==> config.mk <==
export PLATFORM = sky130hd
export DESIGN_NAME = y_drain_poller
export DESIGN_NICKNAME = d
export VERILOG_FILES = /design/src/rtl/y_drain_poller.sv
export SDC_FILE = /design/constraint.sdc
export NUM_CORES = 1
export LEC_CHECK = 0
export ABC_CLOCK_PERIOD_IN_PS = 3400
export CORE_MARGIN = 2
export CORE_UTILIZATION = 40
export DETAILED_ROUTE_END_ITERATION = 8
export PLACE_DENSITY = 0.67
export SLEW_MARGIN = 10
export SYNTH_ARGS = -nofsm -noshare
export SYNTH_HDL_FRONTEND = slang
export SYNTH_SLANG_ARGS = --single-unit
==> constraint.sdc <==
create_clock -name CLK -period 3.4 [get_ports CLK]
set_input_delay 0.34 -clock CLK [delete_from_list [all_inputs] [get_ports CLK]]
set_output_delay 0.34 -clock CLK [all_outputs]
set_load 0.005 [all_outputs]
==> src/rtl/y_drain_poller.sv <==
// Polls an upstream register block for available bytes and drains them into a small output FIFO.
// Optional statistics counters are built when Y_DRAIN_POLLER_STATS_EN is defined.
module y_drain_poller #(
   parameter int unsigned DEPTH    = 4,
   parameter int unsigned POLL_GAP = 0
) (
   input  logic                      CLK,
   input  logic                      RST,
   input  logic                      enable,
   output logic [2:0]                rd_address,
   output logic                      rd_en,
   input  logic [7:0]                rd_data,
   input  logic                      rd_rdy,
   output logic                      out_valid,
   input  logic                      out_ready,
   output logic [7:0]                out_data,
   output logic [$clog2(DEPTH):0]    out_count,
   output logic                      busy,
   output logic [15:0]               drained_cnt,
   output logic [15:0]               empty_polls
);

   localparam int unsigned AW = $clog2(DEPTH);
   localparam int unsigned CW = AW + 1;
   localparam int unsigned GW = 8;

   localparam logic [2:0] ADDR_IDLE  = 3'd7;
   localparam logic [2:0] ADDR_STAT  = 3'd2;
   localparam logic [2:0] ADDR_FIFO  = 3'd3;

   typedef enum logic [1:0] {
      ST_IDLE  = 2'd0,
      ST_POLL  = 2'd1,
      ST_FETCH = 2'd2,
      ST_GAP   = 2'd3
   } state_t;

   state_t          state_q,  state_d;
   logic [AW-1:0]   wr_ptr_q, wr_ptr_d;
   logic [AW-1:0]   rd_ptr_q, rd_ptr_d;
   logic [CW-1:0]   count_q,  count_d;
   logic [GW-1:0]   gap_q,    gap_d;
   logic [7:0]      mem_q [DEPTH];
   logic [7:0]      mem_d [DEPTH];

   logic            push_c;
   logic            pop_c;

   assign push_c = (state_q == ST_FETCH) && rd_rdy;
   assign pop_c  = (count_q != '0) && out_ready;

   // Next-state, FIFO pointer and occupancy update
   always_comb begin
      state_d  = state_q;
      gap_d    = gap_q;
      wr_ptr_d = wr_ptr_q;
      rd_ptr_d = rd_ptr_q;
      count_d  = count_q;
      mem_d    = mem_q;

      case (state_q)
         ST_IDLE: begin
            if (enable && (count_q < CW'(DEPTH))) begin
               state_d = ST_POLL;
            end
         end
         ST_POLL: begin
            if (rd_rdy) begin
               if (rd_data[0]) begin
                  state_d = ST_FETCH;
               end else if (POLL_GAP > 0) begin
                  state_d = ST_GAP;
                  gap_d   = GW'(POLL_GAP);
               end else begin
                  state_d = ST_IDLE;
               end
            end
         end
         ST_FETCH: begin
            if (rd_rdy) begin
               state_d = ST_IDLE;
            end
         end
         ST_GAP: begin
            if (gap_q <= GW'(1)) begin
               state_d = ST_IDLE;
               gap_d   = '0;
            end else begin
               gap_d = gap_q - GW'(1);
            end
         end
         default: begin
            state_d = ST_IDLE;
            gap_d   = '0;
         end
      endcase

      if (push_c) begin
         mem_d[wr_ptr_q] = rd_data;
         wr_ptr_d        = wr_ptr_q + AW'(1);
      end
      if (pop_c) begin
         rd_ptr_d = rd_ptr_q + AW'(1);
      end
      case ({push_c, pop_c})
         2'b10:   count_d = count_q + CW'(1);
         2'b01:   count_d = count_q - CW'(1);
         default: count_d = count_q;
      endcase
   end

   always_ff @(posedge CLK or posedge RST) begin
      if (RST) begin
         state_q  <= ST_IDLE;
         gap_q    <= '0;
         wr_ptr_q <= '0;
         rd_ptr_q <= '0;
         count_q  <= '0;
      end else begin
         state_q  <= state_d;
         gap_q    <= gap_d;
         wr_ptr_q <= wr_ptr_d;
         rd_ptr_q <= rd_ptr_d;
         count_q  <= count_d;
      end
   end

   // Storage needs no reset; occupancy alone qualifies its contents
   always_ff @(posedge CLK) begin
      mem_q <= mem_d;
   end

   // Upstream strobes decode straight from the state flop so reset drops them at once
   always_comb begin
      rd_address = ADDR_IDLE;
      rd_en      = 1'b0;
      case (state_q)
         ST_POLL:  rd_address = ADDR_STAT;
         ST_FETCH: begin
            rd_address = ADDR_FIFO;
            rd_en      = 1'b1;
         end
         default:  rd_address = ADDR_IDLE;
      endcase
   end

   assign busy      = (state_q != ST_IDLE);
   assign out_count = count_q;
   assign out_valid = (count_q != '0);
   assign out_data  = mem_q[rd_ptr_q];

`ifdef Y_DRAIN_POLLER_STATS_EN
   logic        empty_poll_c;
   logic [15:0] drained_q, drained_d;
   logic [15:0] empty_q,   empty_d;

   assign empty_poll_c = (state_q == ST_POLL) && rd_rdy && !rd_data[0];

   // Free-running statistics, wrapping naturally at 16 bits
   always_comb begin
      drained_d = drained_q;
      empty_d   = empty_q;
      if (push_c) begin
         drained_d = drained_q + 16'd1;
      end
      if (empty_poll_c) begin
         empty_d = empty_q + 16'd1;
      end
   end

   always_ff @(posedge CLK or posedge RST) begin
      if (RST) begin
         drained_q <= '0;
         empty_q   <= '0;
      end else begin
         drained_q <= drained_d;
         empty_q   <= empty_d;
      end
   end

   assign drained_cnt = drained_q;
   assign empty_polls = empty_q;
`else
   assign drained_cnt = '0;
   assign empty_polls = '0;
`endif

endmodule

### After elaboration in Yosys (flattened, before gate mapping)

Index checks and enable logic that the tools add are counted.

* add/subtract/negate cells: 5
* order comparisons: 5
* equality and inequality tests: 9
* muxes and demuxes: 16
* bitwise operators: 2
* reduce and logical (&&, ||, !) cells: 9

Operator list (number)
* bitwise mux 32 bit: 1
* two-way mux 8 bit: 4
* binary-select mux 8 bit (select 2 bit): 1
* demux 8 bit (select 2 bit): 1
* one-hot mux 3 bit (2 select lines): 2
* two-way mux 2 bit: 5
* <= comparator 8 x 1 -> 1 bit, second input constant: 1
* != test 2 bit, second input constant: 4
* one-hot mux 2 bit (4 select lines): 1
* subtractor 8 x 1 -> 8 bit, second input constant: 1
* equality test 2 bit, second input constant: 3
* greater-or-equal comparator 3 bit, second input constant: 2
* inverter 2 -> 3 bit: 2
* adder 2 x 1 -> 2 bit, second input constant: 2
* equality test 2 x 1 -> 1 bit, second input constant: 2
* logical AND 1 bit: 4
* AND reduction 4 bit: 1
* nonzero test 2 bit: 2
* adder 3 x 1 -> 3 bit, second input constant: 1
* < comparator 3 x 1 -> 1 bit, second input constant: 1
* < comparator 3 bit, second input constant: 1
* nonzero test 3 bit: 1
* subtractor 3 x 1 -> 3 bit, second input constant: 1
* logical NOT 2 bit: 1
* two-way mux 1 bit: 1

* flip-flop bits (word level): 49
* input bits: 13
* output and inout bits: 49
* logic and storage cells: 55

### Longest topological paths before layout

Gate-level depths: netlist of the first run.

* word-level depth: 6
* depth in mapped cells: 9
* gate-level depth less buffers: 9

### Least setup slack after synthesis of the first run

OpenSTA, ideal clock, no wires.

* kind: register -> register
* start: register state_q[0]
* end: register count_q[2], in the netlist out_count[2]
* library setup time: 0.079 ns
* arrival time: 1.783 ns
* data required time: 3.321 ns
* setup slack: 1.538 ns
* stages on the path, launching flop included: 10
* buffers on the path: 0
* clock period less this slack: 1.862 ns
* cells stage by stage: dfrtp_1 > inv_1 > ha_1 > nand2_1 > ha_1 > inv_1 > fa_1 > xor2_1 > nor2_1 > xor2_1

* longest elaborated chain between the ends: 4
* elaborated cells between the ends (all ways): 6
* those cells by class: eq/ne: 3; mux: 1; reduce/logical: 2

RTL lines
* from (decl): RTL line 38 `state_t state_q, state_d;`
* from (signal assigned): RTL line 120 `state_q <= state_d;`
* equality test 2 bit *: RTL line 49 `assign push_c = (state_q == ST_FETCH) && rd_rdy;`
* logical AND 1 bit *: RTL line 49
* equality test 2 x 1 -> 1 bit or equality test 2 bit (tied branches): RTL line 105 `case ({push_c, pop_c})`
* one-hot mux 3 bit (2 select lines) or nonzero test 2 bit (tied branches)
* to (signal assigned): RTL line 124 `count_q <= count_d;`
* to (decl): RTL line 41 `logic [CW-1:0] count_q, count_d;`

Every way passes the cells marked *; elsewhere a longest branch is shown, timed or not.
A chain may end at the register's enable or synchronous reset.

### Worst setup path after layout of the first run

* start: register rd_ptr_q[0]
* end: output out_data[0]

* longest elaborated chain between the ends: 4

RTL lines
* from (decl): RTL line 40 `logic [AW-1:0] rd_ptr_q, rd_ptr_d;`
* from (signal assigned): RTL line 123 `rd_ptr_q <= rd_ptr_d;`
* inverter 2 -> 3 bit (implied by the code): RTL line 150 `assign out_data = mem_q[rd_ptr_q];`
* binary-select mux 8 bit (select 2 bit): RTL line 150
* two-way mux 8 bit (implied by the code) (2 in a row): RTL line 150
* to (decl): RTL line 16 `output logic [7:0] out_data,`

Every way passes these cells. The select of a mux whose other input is x is not followed.

==> results of run 1 <==
logic make-up after synthesis:
group	synth area share
DFF	0.570
buffers and inverters	0.126
and+or+nand+nor	0.0736
muxes	0.104
adders and majority gates	0.0648
AOI/OAI and AO/OA	0.0370
xor gates and xnor gates	0.0216
other	0.00309
worst reg2reg max path, cell delays in order (launching register included):
cell,delay [ps]
dfrtp_1,380
inv_1,90
ha_1,290
nand2_1,160
ha_1,200
inv_1,60
fa_1,370
xor2_1,150
nor2_1,110
xor2_1,160
flip-flops by register name, summed over array words and instances (netlist names):
register   count
mem_q         32
gap_q          8
out_count      3
rd_ptr_q       2
state_q        2
wr_ptr_q       2
through the flow:
stage | total power (W) | area [um2] | std cells | setup slack [ps] | hold WS, ps
final | 0.00182 | 2780 | 280 | 1010 | 450
after global routing | 0.00196 | 2780 | 280 | 884 | 508
after CTS | 0.00184 | 2780 | 280 | 984 | 472
after detailed placement | 0.00144 | 2670 | 272 | 1250 | 508
after global placement | 0.00143 | 2670 | 272 | 1270 | 513
after floorplan | 0.00118 | 2550 | 204 | 1540 | 266
layout make-up:
cell class | instances | area, um2
fillers | 526 | 3110
flip-flops and latches | 49 | 1390
multi-input cells | 107 | 857
repair buffers | 28 | 280
well taps | 75 | 93.8
clock buffers | 5 | 68.8
inverters | 13 | 48.8
clock inverters | 3 | 41.3
cells in the mapped netlist (all sizes together), types with 4 or more instances:
master / instances / area (um2)
and3: 4 / 25.0
buf: 35 / 256
dfrtp: 17 / 425
edfxtp: 32 / 961
ha: 11 / 138
inv: 13 / 48.8
mux2i: 4 / 40.0
mux4: 8 / 180
nand2: 7 / 26.3
nor2: 6 / 22.5
nor3: 5 / 25.0
layer usage:
metal / vias up / routed length [um]
li1: 606 / -
met1: 592 / 1600
met2: 36 / 1670
met3: 5 / 191
met4: 0 / 66
met5: - / 0
power groups by stage:
stage / registers [W] / logic [W] / clock network (W)
2_1_floorplan: 0.000764 / 0.000416 / 0
4_1_cts: 0.000813 / 0.000617 / 0.000414
6_report: 0.000810 / 0.000608 / 0.000401
5_1_grt: 0.000830 / 0.000685 / 0.000444
3_5_place_dp: 0.000827 / 0.000610 / 0
3_3_place_gp: 0.000825 / 0.000607 / 0
final timing paths:
check,startpoint,endpoint
setup reg to reg,state_q[0],out_count[2]
setup / recovery,rd_ptr_q[0],out_data[0]
hold / removal,RST,gap_q[1]
min in group CLK,out_count[0],out_count[0]
max in group asynchronous,RST,rd_ptr_q[0]
hold reg to reg,out_count[0],out_count[0]
==> metrics.md, run 1 <==
| Metric | Value |
|---|---|
| Least-Margin Pin Slew | `698 ps` |
| Psw | `0.000512 W` |
| Synth Register Bits | `49` |
| Mapped cell area | `2430 um2` |
| Critical Path Start Type | `flip-flop` |
| TritonCTS clock tree | `built` |
| Final Cycle Share | `0.703` |
| PwrDens | `655 nW/um2` |
| CP Depth | `2` |
| Clk slew on worst S/H paths | `80 ps` |
| Final HPWL DP | `2580 um` |
| Fin nets | `229` |
| IO Pins | `62` |
| Met3 usage | `0.0352` |
| Post-synth EDFFs | `32` |
| Vias in the first global route | `1,257` |
| Port buffer count | `28` |
| Inserted Clock Buffers | `5` |
| CP Cell Sequence | `mux4_2, clkdlybuf4s50_1` |
| # hold bufs at CTS | `0` |
| PostCTS Resize Cnt | `0` |
| Crit end category | `output pin` |
| Buf/Inv on CP | `1` |
| CP top delay family | `flip-flops` |
| Syn-to-layout area delta | `14.1%` |
| Final min period | `2390 ps` |
| Max Fclk | `0.419 GHz` |
| H-Tree Depth | `2` |
| Max rail drop VDD | `0.411 mV` |
| Warnings from Yosys | `0` |
| Syn_area_per_cell | `14.1 um2` |
| Met2 GRT Util | `0.197` |
| Setup Viol. Count Final | `0` |
| RD Place Congestion | `0.713` |
| Vias | `1,239` |
| CTS sink cnt | `49` |
| Synth cell types | `35` |
| Initial DRC Count | `35` |
| Initial antenna violation count | `0` |
| Clock Power Share | `0.220` |
| Worst-Skew Late Latency | `290 ps` |
| Sw frac | `0.281` |
| Global Route Usage Sum | `0.123` |
| Status | `completed` |
| Worst-path fanout max | `10` |
| Async set-or-reset flop fraction in the synthesized netlist | `0.347` |
| Largest net degree at the start of global routing | `18` |
| Leakage | `1.16 nW` |
| Synth Flop Type | `edfxtp_1` |
| Final Max Tran Viols | `0` |
| Max-Cap Viols | `0` |
| Vias/cell | `4.43` |
| Sequential fraction of the synthesis area | `0.570` |
| Row count | `28` |
| Total Wirelength | `3530 um` |
| Worst R2R Path Depth | `9` |
| Critical path arrival | `2050 ps` |
| Post-CTS setup buffers | `0` |
| WS Path Type | `flip-flop to output pin` |
| Root buffer cell | `clkbuf_8` |
| Fin util | `0.472` |
| Clock Path Buffers | `2` |
| Routed wire per std cell | `12.6 um` |
| Combinational group share of total power | `0.334` |
| Die area | `6720 um2` |
| Worst Skew | `0.968 ps` |
| Reg power frac | `0.446` |
| DIE HEIGHT | `82.0 um` |
| Pint | `0.00131 W` |
| Antenna diodes | `0` |
| Slew headroom | `0.534` |
| Remaining antenna violation count | `0` |
| DIE WIDTH | `82.0 um` |
| Met1 routing resource usage after global routing | `0.156` |
| RSZ-0062 raised after global routing | `false` |
| Starting Density | `0.413` |
| Layout cells sized above 1 | `0.102` |
| Slowest cell on crit path | `dfrtp_1` |
| Most frequent cells in the layout | `conb_1 (33), edfxtp_1 (32), clkdlybuf4s50_1 (28)` |
| First-pass GRT wire length | `5980 um` |
| GR Overflow Total | `0` |
| R2R Setup Slk | `1360 ps` |
| Slowest stage delay, CP | `710 ps` |
| Gate Count Post-Synth | `173` |
| Core area | `5890 um2` |
| Commonest non-fill, non-tap cell in the layout | `conb_1` |
| Hold Path Class | `input pin to async pin` |
| Required time of the critical path | `3060 ps` |
| Final Hold Vio Count | `0` |
| Setup TNS | `0 ps` |
| Pre-antenna DRT Iters | `4` |
| GRT busiest layer | `met2` |
| Drc violations | `0` |
Note: power is estimated with default switching activity, not from simulation.
==> run 2, diff against run 1 <==
--- a/config.mk
+++ b/config.mk
@@ -5,11 +5,11 @@
 export SDC_FILE = /design/constraint.sdc
 export NUM_CORES = 1
 export LEC_CHECK = 0
-export ABC_CLOCK_PERIOD_IN_PS = 3400
+export ABC_CLOCK_PERIOD_IN_PS = 1900
 export CORE_MARGIN = 2
 export CORE_UTILIZATION = 40
 export DETAILED_ROUTE_END_ITERATION = 8
-export PLACE_DENSITY = 0.67
+export PLACE_DENSITY = 0.7
 export SLEW_MARGIN = 10
 export SYNTH_ARGS = -nofsm -noshare
 export SYNTH_HDL_FRONTEND = slang
==> constraint.sdc (replaced) <==
create_clock -name CLK -period 1.9 [get_ports CLK]
set_input_delay 0.19 -clock CLK [delete_from_list [all_inputs] [get_ports CLK]]
set_output_delay 0.19 -clock CLK [all_outputs]
set_load 0.005 [all_outputs]
==> run 2 against run 1 <==
Net effect:
- die area unchanged
- clock skew increased by 3.4 ps
- clock power increased by 92%
- power increased by 93%
- final area increased by 5.8%
- first-iteration DRC count increased to 2.6 times the previous value
- sequential power increased by 72%
- cell count increased by 6.4%
- register-to-register slack got worse by 1300 ps
- utilization increased by 2.7 points
- critical path type unchanged
- largest power group unchanged
==> metrics.md, run 2 (synthesis gave the netlist of run 1 again) <==
| Metric | Value |
|---|---|
| First-pass GRT wire length | `6260 um (+4.6%)` |
| Max reg flops | `32 (unchanged)` |
| Required time of the critical path | `1710 ps (-1350 ps)` |
| GRT busiest layer | `met2` |
| Tot Pwr | `0.00352 W (+93%)` |
| TritonCTS clock tree | `built` |
| Core area | `5890 um2 (unchanged)` |
| Commonest non-fill, non-tap cell in the layout | `conb_1` |
| Clk slew on worst S/H paths | `90 ps (about the same)` |
| Total Wirelength | `3850 um (+9.1%)` |
| Final Cycle Share | `0.966` |
| Fillers | `502 (-4.6%)` |
| H-Tree Depth | `2 (unchanged)` |
| Global Route Usage Sum | `0.128 (+0.00526)` |
| Inserted Clock Buffers | `5 (unchanged)` |
| Row count | `28 (unchanged)` |
| Design Area, Final | `2940 um2 (+5.8%)` |
| Remaining antenna violation count | `0 (unchanged)` |
| Starting Density | `0.413 (unchanged)` |
| Slew headroom | `0.559 (+0.0254)` |
| GR Overflow Total | `0 (unchanged)` |
| Root buffer cell | `clkbuf_8` |
| Most frequent cells in the layout | `conb_1 (33), edfxtp_1 (32), clkdlybuf4s50_1 (20)` |
| Drc violations | `0 (unchanged)` |
| Placed Instances | `286 (+5.1%)` |
| Register area | `1390 um2 (unchanged)` |
| Hold Path Class | `input pin to async pin` |
| Final Hold Vio Count | `0 (unchanged)` |
| DP Area | `2770 um2 (+3.9%)` |
| Multi-input gate area | `885 um2 (+3.2%)` |
| IO Pins | `62 (unchanged)` |
| RR Endpoint | `out_count[2]` |
| Final HPWL DP | `2750 um (+6.8%)` |
| Layout cells sized above 1 | `0.220 (+0.117)` |
| Initial antenna violation count | `0 (unchanged)` |
| Fin nets | `247 (+7.9%)` |
| # hold bufs at CTS | `0 (unchanged)` |
| PwrDens | `1200 nW/um2 (+83%)` |
| Setup Viol. Count Final | `0 (unchanged)` |
| Pre-antenna DRT Iters | `4 (unchanged)` |
| Worst R2R Path Depth | `8 (-1)` |
| Vias | `1,355 (+9.4%)` |
| Met3 usage | `0.0297 (-0.00549)` |
| Met2 GRT Util | `0.205 (+0.00813)` |
| Finished Layout Cells | `298 (+6.4%)` |
| Final Max Tran Viols | `0 (unchanged)` |
| Critical R2R Launch | `out_count[2]` |
| Clock Path Buffers | `2 (unchanged)` |
| RSZ-0062 raised after global routing | `true` |
| Vias/cell | `4.55 (+2.8%)` |
| Vias in the first global route | `1,343 (+6.8%)` |
| CP Cell Sequence | `buf_4, buf_6, mux4_2, clkdlybuf4s15_1` |
| WS Path Type | `flip-flop to output pin` |
| CTS sink cnt | `49 (unchanged)` |
| Die area | `6720 um2 (unchanged)` |
| Worst setup slack after layout | `63.8 ps (-947 ps)` |
| Slowest stage delay, CP | `490 ps (-220 ps)` |
| Worst-Skew Late Latency | `300 ps (about the same)` |
| RD Place Congestion | `0.708 (-0.73%)` |
| Status | `completed` |
| Setup TNS | `0 ps (unchanged)` |
| Worst-path fanout max | `4 (-6)` |
| Critical path arrival | `1650 ps (-400 ps)` |
| Routed wire per std cell | `12.9 um (+2.5%)` |
| Initial DRC Count | `90 (+160%)` |
| Max rail drop VDD | `0.620 mV (+51%)` |
| DIE HEIGHT | `82.0 um (unchanged)` |
| Antenna diodes | `0 (unchanged)` |
| Least-Margin Pin Slew | `660 ps (-38.1 ps)` |
| Leakage | `1.27 nW (+9.3%)` |
| Worst slack at placement | `30.5 ps (-1220 ps)` |
| Worst Skew | `4.40 ps (+3.43 ps)` |
| Final min period | `1840 ps` |
| Max-Cap Viols | `0 (unchanged)` |
| Max Fclk | `0.545 GHz` |
| Reg with most FFs | `mem_q` |
| Largest net degree at the start of global routing | `18 (unchanged)` |
| DIE WIDTH | `82.0 um (unchanged)` |
| R2R Setup Slk | `80 ps (-1280 ps)` |
| Crit end category | `output pin` |
| Port buffer count | `28 (unchanged)` |
| Syn-to-layout area delta | `20.8%` |
| Critical Path Start Type | `flip-flop` |
| Met1 routing resource usage after global routing | `0.163 (+0.00627)` |
| Slowest cell on crit path | `mux4_2` |
==> run 2: changes by cell type in the layout (fill, tap and decap cells not counted), sizes merged <==
cell	before	now
inv	13	15
clkinv	1	0
clkdlybuf4s50	28	20
clkdlybuf4s15	0	2
clkbuf	5	7
buf	0	18
clkinvlp	1	0
dlygate4sd2	0	4
==> run 2: cell type report <==
class,count,area share
clock buffer,5,0.0234
clock inverter,3,0.0162
inverter,13,0.0166
multi-input combinational,107,0.301
sequential,49,0.472
tap,75,0.0319
timing repair buffer,46,0.139
==> run 2: critical path, delay by kind of cell, from the launching register on <==
family,cells,cell delay [ps]
muxes,1,490
DFF,1,400
buffers and inverters,3,440
==> run 2: routing by layer <==
metal,share of wire,vias up
met5,0,-
met4,0.020,0
met3,0.051,7
met2,0.47,41
met1,0.46,660
li1,-,647
==> run 2: how the worst max path moves through the flow <==
stage / startpoint / endpoint / slack [ps] / cells after the start
floorplan: state_q[0] / out_count[2] / 40 / 9
global placement: out_ready / out_count[2] / 90 / 8
detailed placement: out_count[1] / out_count[1] / 30 / 6
CTS: rd_ptr_q[0] / out_data[1] / 10 / 4
global route: out_count[2] / out_count[2] / -3 / 8
finish: rd_ptr_q[0] / out_data[1] / 60 / 4
==> run 2: stage by stage <==
step	utilization	hold WS, ps
after floorplan	-	116
after global placement	0.471	522
after detailed placement	0.471	528
after CTS	0.496	309
after global routing	0.499	359
final	0.499	269
==> run 2: timing repair <==
action,CTS,global route
cloned,0,0
buffers inserted,4,0
setup endpoints to repair,9,6
gates resized for setup,12,13
pin swaps,0,6
==> run 2: where the power goes <==
group | leakage [nW] | switching (W) | internal (W)
clock | 0.0591 | 0.000367 | 0.000402
sequential | 0.508 | 0.000112 | 0.00127
combinational | 0.699 | 0.000538 | 0.000825
==> run 3, diff against run 2 <==
--- a/config.mk
+++ b/config.mk
@@ -6,7 +6,6 @@
 export NUM_CORES = 1
 export LEC_CHECK = 0
 export ABC_CLOCK_PERIOD_IN_PS = 1900
-export CORE_MARGIN = 2
 export CORE_UTILIZATION = 40
 export DETAILED_ROUTE_END_ITERATION = 8
 export PLACE_DENSITY = 0.7
==> run 3 against run 2 <==
Net effect:
- sequential power is essentially flat
- utilization shrank 0.23 points
- hold slack gained 4.9 ps
- flip-flop and latch count is the same
- clock skew grew 1.2 ps
- critical endpoint is now out_count[2]
- combinational power is essentially flat
- global-route usage shrank 0.17 points
- critical path depth grew 4
- largest cell class unchanged
- cell count shrank 0.34%
- register-to-register slack is essentially flat
- maximum frequency grew 0.59%
- sequential share of layout area grew 0.22 points
==> metrics.md, run 3 (synthesis gave the netlist of run 1 again) <==
| Metric | Value |
|---|---|
| Hold Path Class | `input pin to async pin` |
| Tot Pwr | `0.00348 W (-1.0%)` |
| Placed Instances | `283 (-1.0%)` |
| RD Place Congestion | `0.756 (+6.8%)` |
| Initial DRC Count | `49 (-46%)` |
| DIE HEIGHT | `80.0 um (-2.4%)` |
| Final min period | `1830 ps (-10.7 ps)` |
| Slew headroom | `0.559 (about the same)` |
| Fin nets | `246 (-0.40%)` |
| CTS sink cnt | `49 (unchanged)` |
| Worst-path fanout max | `2 (-2)` |
| Critical Path Start Type | `flip-flop` |
| Largest net degree at the start of global routing | `18 (unchanged)` |
| Worst-Skew Late Latency | `300 ps (about the same)` |
| Most frequent cells in the layout | `conb_1 (33), edfxtp_1 (32), clkdlybuf4s50_1 (20)` |
| Final HPWL DP | `2650 um (-3.9%)` |
| Initial antenna violation count | `0 (unchanged)` |
| Total Wirelength | `3700 um (-3.8%)` |
| Least-Margin Pin Slew | `661 ps (+0.730 ps)` |
| PwrDens | `1190 nW/um2 (-0.55%)` |
| Die area | `6400 um2 (-4.8%)` |
| Setup Viol. Count Final | `0 (unchanged)` |
| Core area | `5890 um2 (unchanged)` |
| Vias/cell | `4.45 (-2.2%)` |
| Commonest non-fill, non-tap cell in the layout | `conb_1` |
| Max rail drop VDD | `0.768 mV (+24%)` |
| GR Overflow Total | `0 (unchanged)` |
| Inserted Clock Buffers | `5 (unchanged)` |
| Routed wire per std cell | `12.5 um (-3.5%)` |
| Global Route Usage Sum | `0.126 (-0.00174)` |
| Leakage | `1.26 nW (-0.67%)` |
| Port buffer count | `28 (unchanged)` |
| Row count | `28 (unchanged)` |
| IO Pins | `62 (unchanged)` |
| Worst Skew | `5.58 ps (+1.18 ps)` |
| Syn-to-layout area delta | `20.2%` |
| Max Fclk | `0.548 GHz (+0.59%)` |
| Critical R2R Launch | `out_count[2]` |
| Clk slew on worst S/H paths | `90 ps (about the same)` |
| Status | `completed` |
| # hold bufs at CTS | `0 (unchanged)` |
| Starting Density | `0.413 (unchanged)` |
| Max reg flops | `32 (unchanged)` |
| Clock Path Buffers | `2 (unchanged)` |
| Worst R2R Path Depth | `8 (unchanged)` |
| Fin util | `0.497 (-0.00234)` |
| Root buffer cell | `clkbuf_8` |
| Final Max Tran Viols | `0 (unchanged)` |
| Pre-antenna DRT Iters | `4 (unchanged)` |
| Final Hold Vio Count | `0 (unchanged)` |
| First-pass GRT wire length | `5910 um (-5.6%)` |
| Vias in the first global route | `1,226 (-8.7%)` |
| Final Cycle Share | `0.961 (-0.00564)` |
| Critical path arrival | `2020 ps (+370 ps)` |
| RSZ-0062 raised after global routing | `false` |
| H-Tree Depth | `2 (unchanged)` |
| Layout cells sized above 1 | `0.216 (-0.00351)` |
| Remaining antenna violation count | `0 (unchanged)` |
| Reg with most FFs | `mem_q` |
| Crit end category | `flip-flop` |
| Required time of the critical path | `2090 ps (+380 ps)` |
| TritonCTS clock tree | `built` |
| R2R Setup Slk | `70 ps (about the same)` |
| Vias | `1,321 (-2.5%)` |
| RR Endpoint | `out_count[2]` |
| Drc violations | `0 (unchanged)` |
| Finished Layout Cells | `297 (-0.34%)` |
| Antenna diodes | `0 (unchanged)` |
| DIE WIDTH | `80.0 um (-2.4%)` |
| WS Path Type | `flip-flop to flip-flop` |
| Max-Cap Viols | `0 (unchanged)` |
[run 3: report_power, final]
group	internal, W	total, W	switching, W
clock network	0.000403	0.000760	0.000357
logic	0.000805	0.00134	0.000533
registers	0.00127	0.00138	0.000110
total	0.00248	0.00348	0.000999
[run 3: final cells by class]
class | instances | area [um2]
Sequential cell | 49 | 1390
Inverter | 13 | 48.8
Clock inverter | 3 | 50.0
Clock buffer | 5 | 68.8
Fill cell | 536 | 2960
Multi-Input combinational cell | 107 | 875
Tap cell | 75 | 93.8
Timing Repair Buffer | 45 | 402
[run 3: metal layers]
metal	up-vias	global-route usage	wire length [um]
li1	640	-	-
met1	630	0.157	1680
met2	44	0.204	1770
met3	7	0.0263	174
met4	0	0.0696	72
met5	-	0	0
[run 3: how the worst max path moves through the flow]
stage / from / endpoint / slack [ps] / cells after the start
global route: out_count[2] / out_count[2] / 4 / 8
detailed placement: state_q[0] / out_count[2] / -3 / 9
global placement: out_ready / out_count[2] / 70 / 8
finish: out_count[2] / out_count[2] / 70 / 8
CTS: rd_ptr_q[0] / out_data[2] / 2 / 4
floorplan: state_q[0] / out_count[2] / 40 / 9
[run 3: what timing repair did]
action                     in CTS  in global routing
pin swaps                       0                  6
resized for setup               9                 14
setup endpoints to repair       9                  6
setup buffers                   5                  1
[run 3: critical path, stage by stage (launching register included)]
cell     delay, ps
dfrtp_1        390
or3_4          390
and2_4         170
ha_2           190
inv_2           60
fa_2           190
xor2_1         130
nor2_1          70
xor2_1         140
[run 3: per-stage QoR]
stage | hold WS, ps | worst slack (ps) | cell area [um2] | TNS, ps
global placement | 527 | 65.3 | 2750 | 0
detailed placement | 529 | -2.74 | 2750 | -2.74
finish | 274 | 74.5 | 2920 | 0
CTS | 300 | 1.73 | 2900 | 0
floorplan | 116 | 38.0 | 2550 | 0
global route | 342 | 4.09 | 2920 | 0
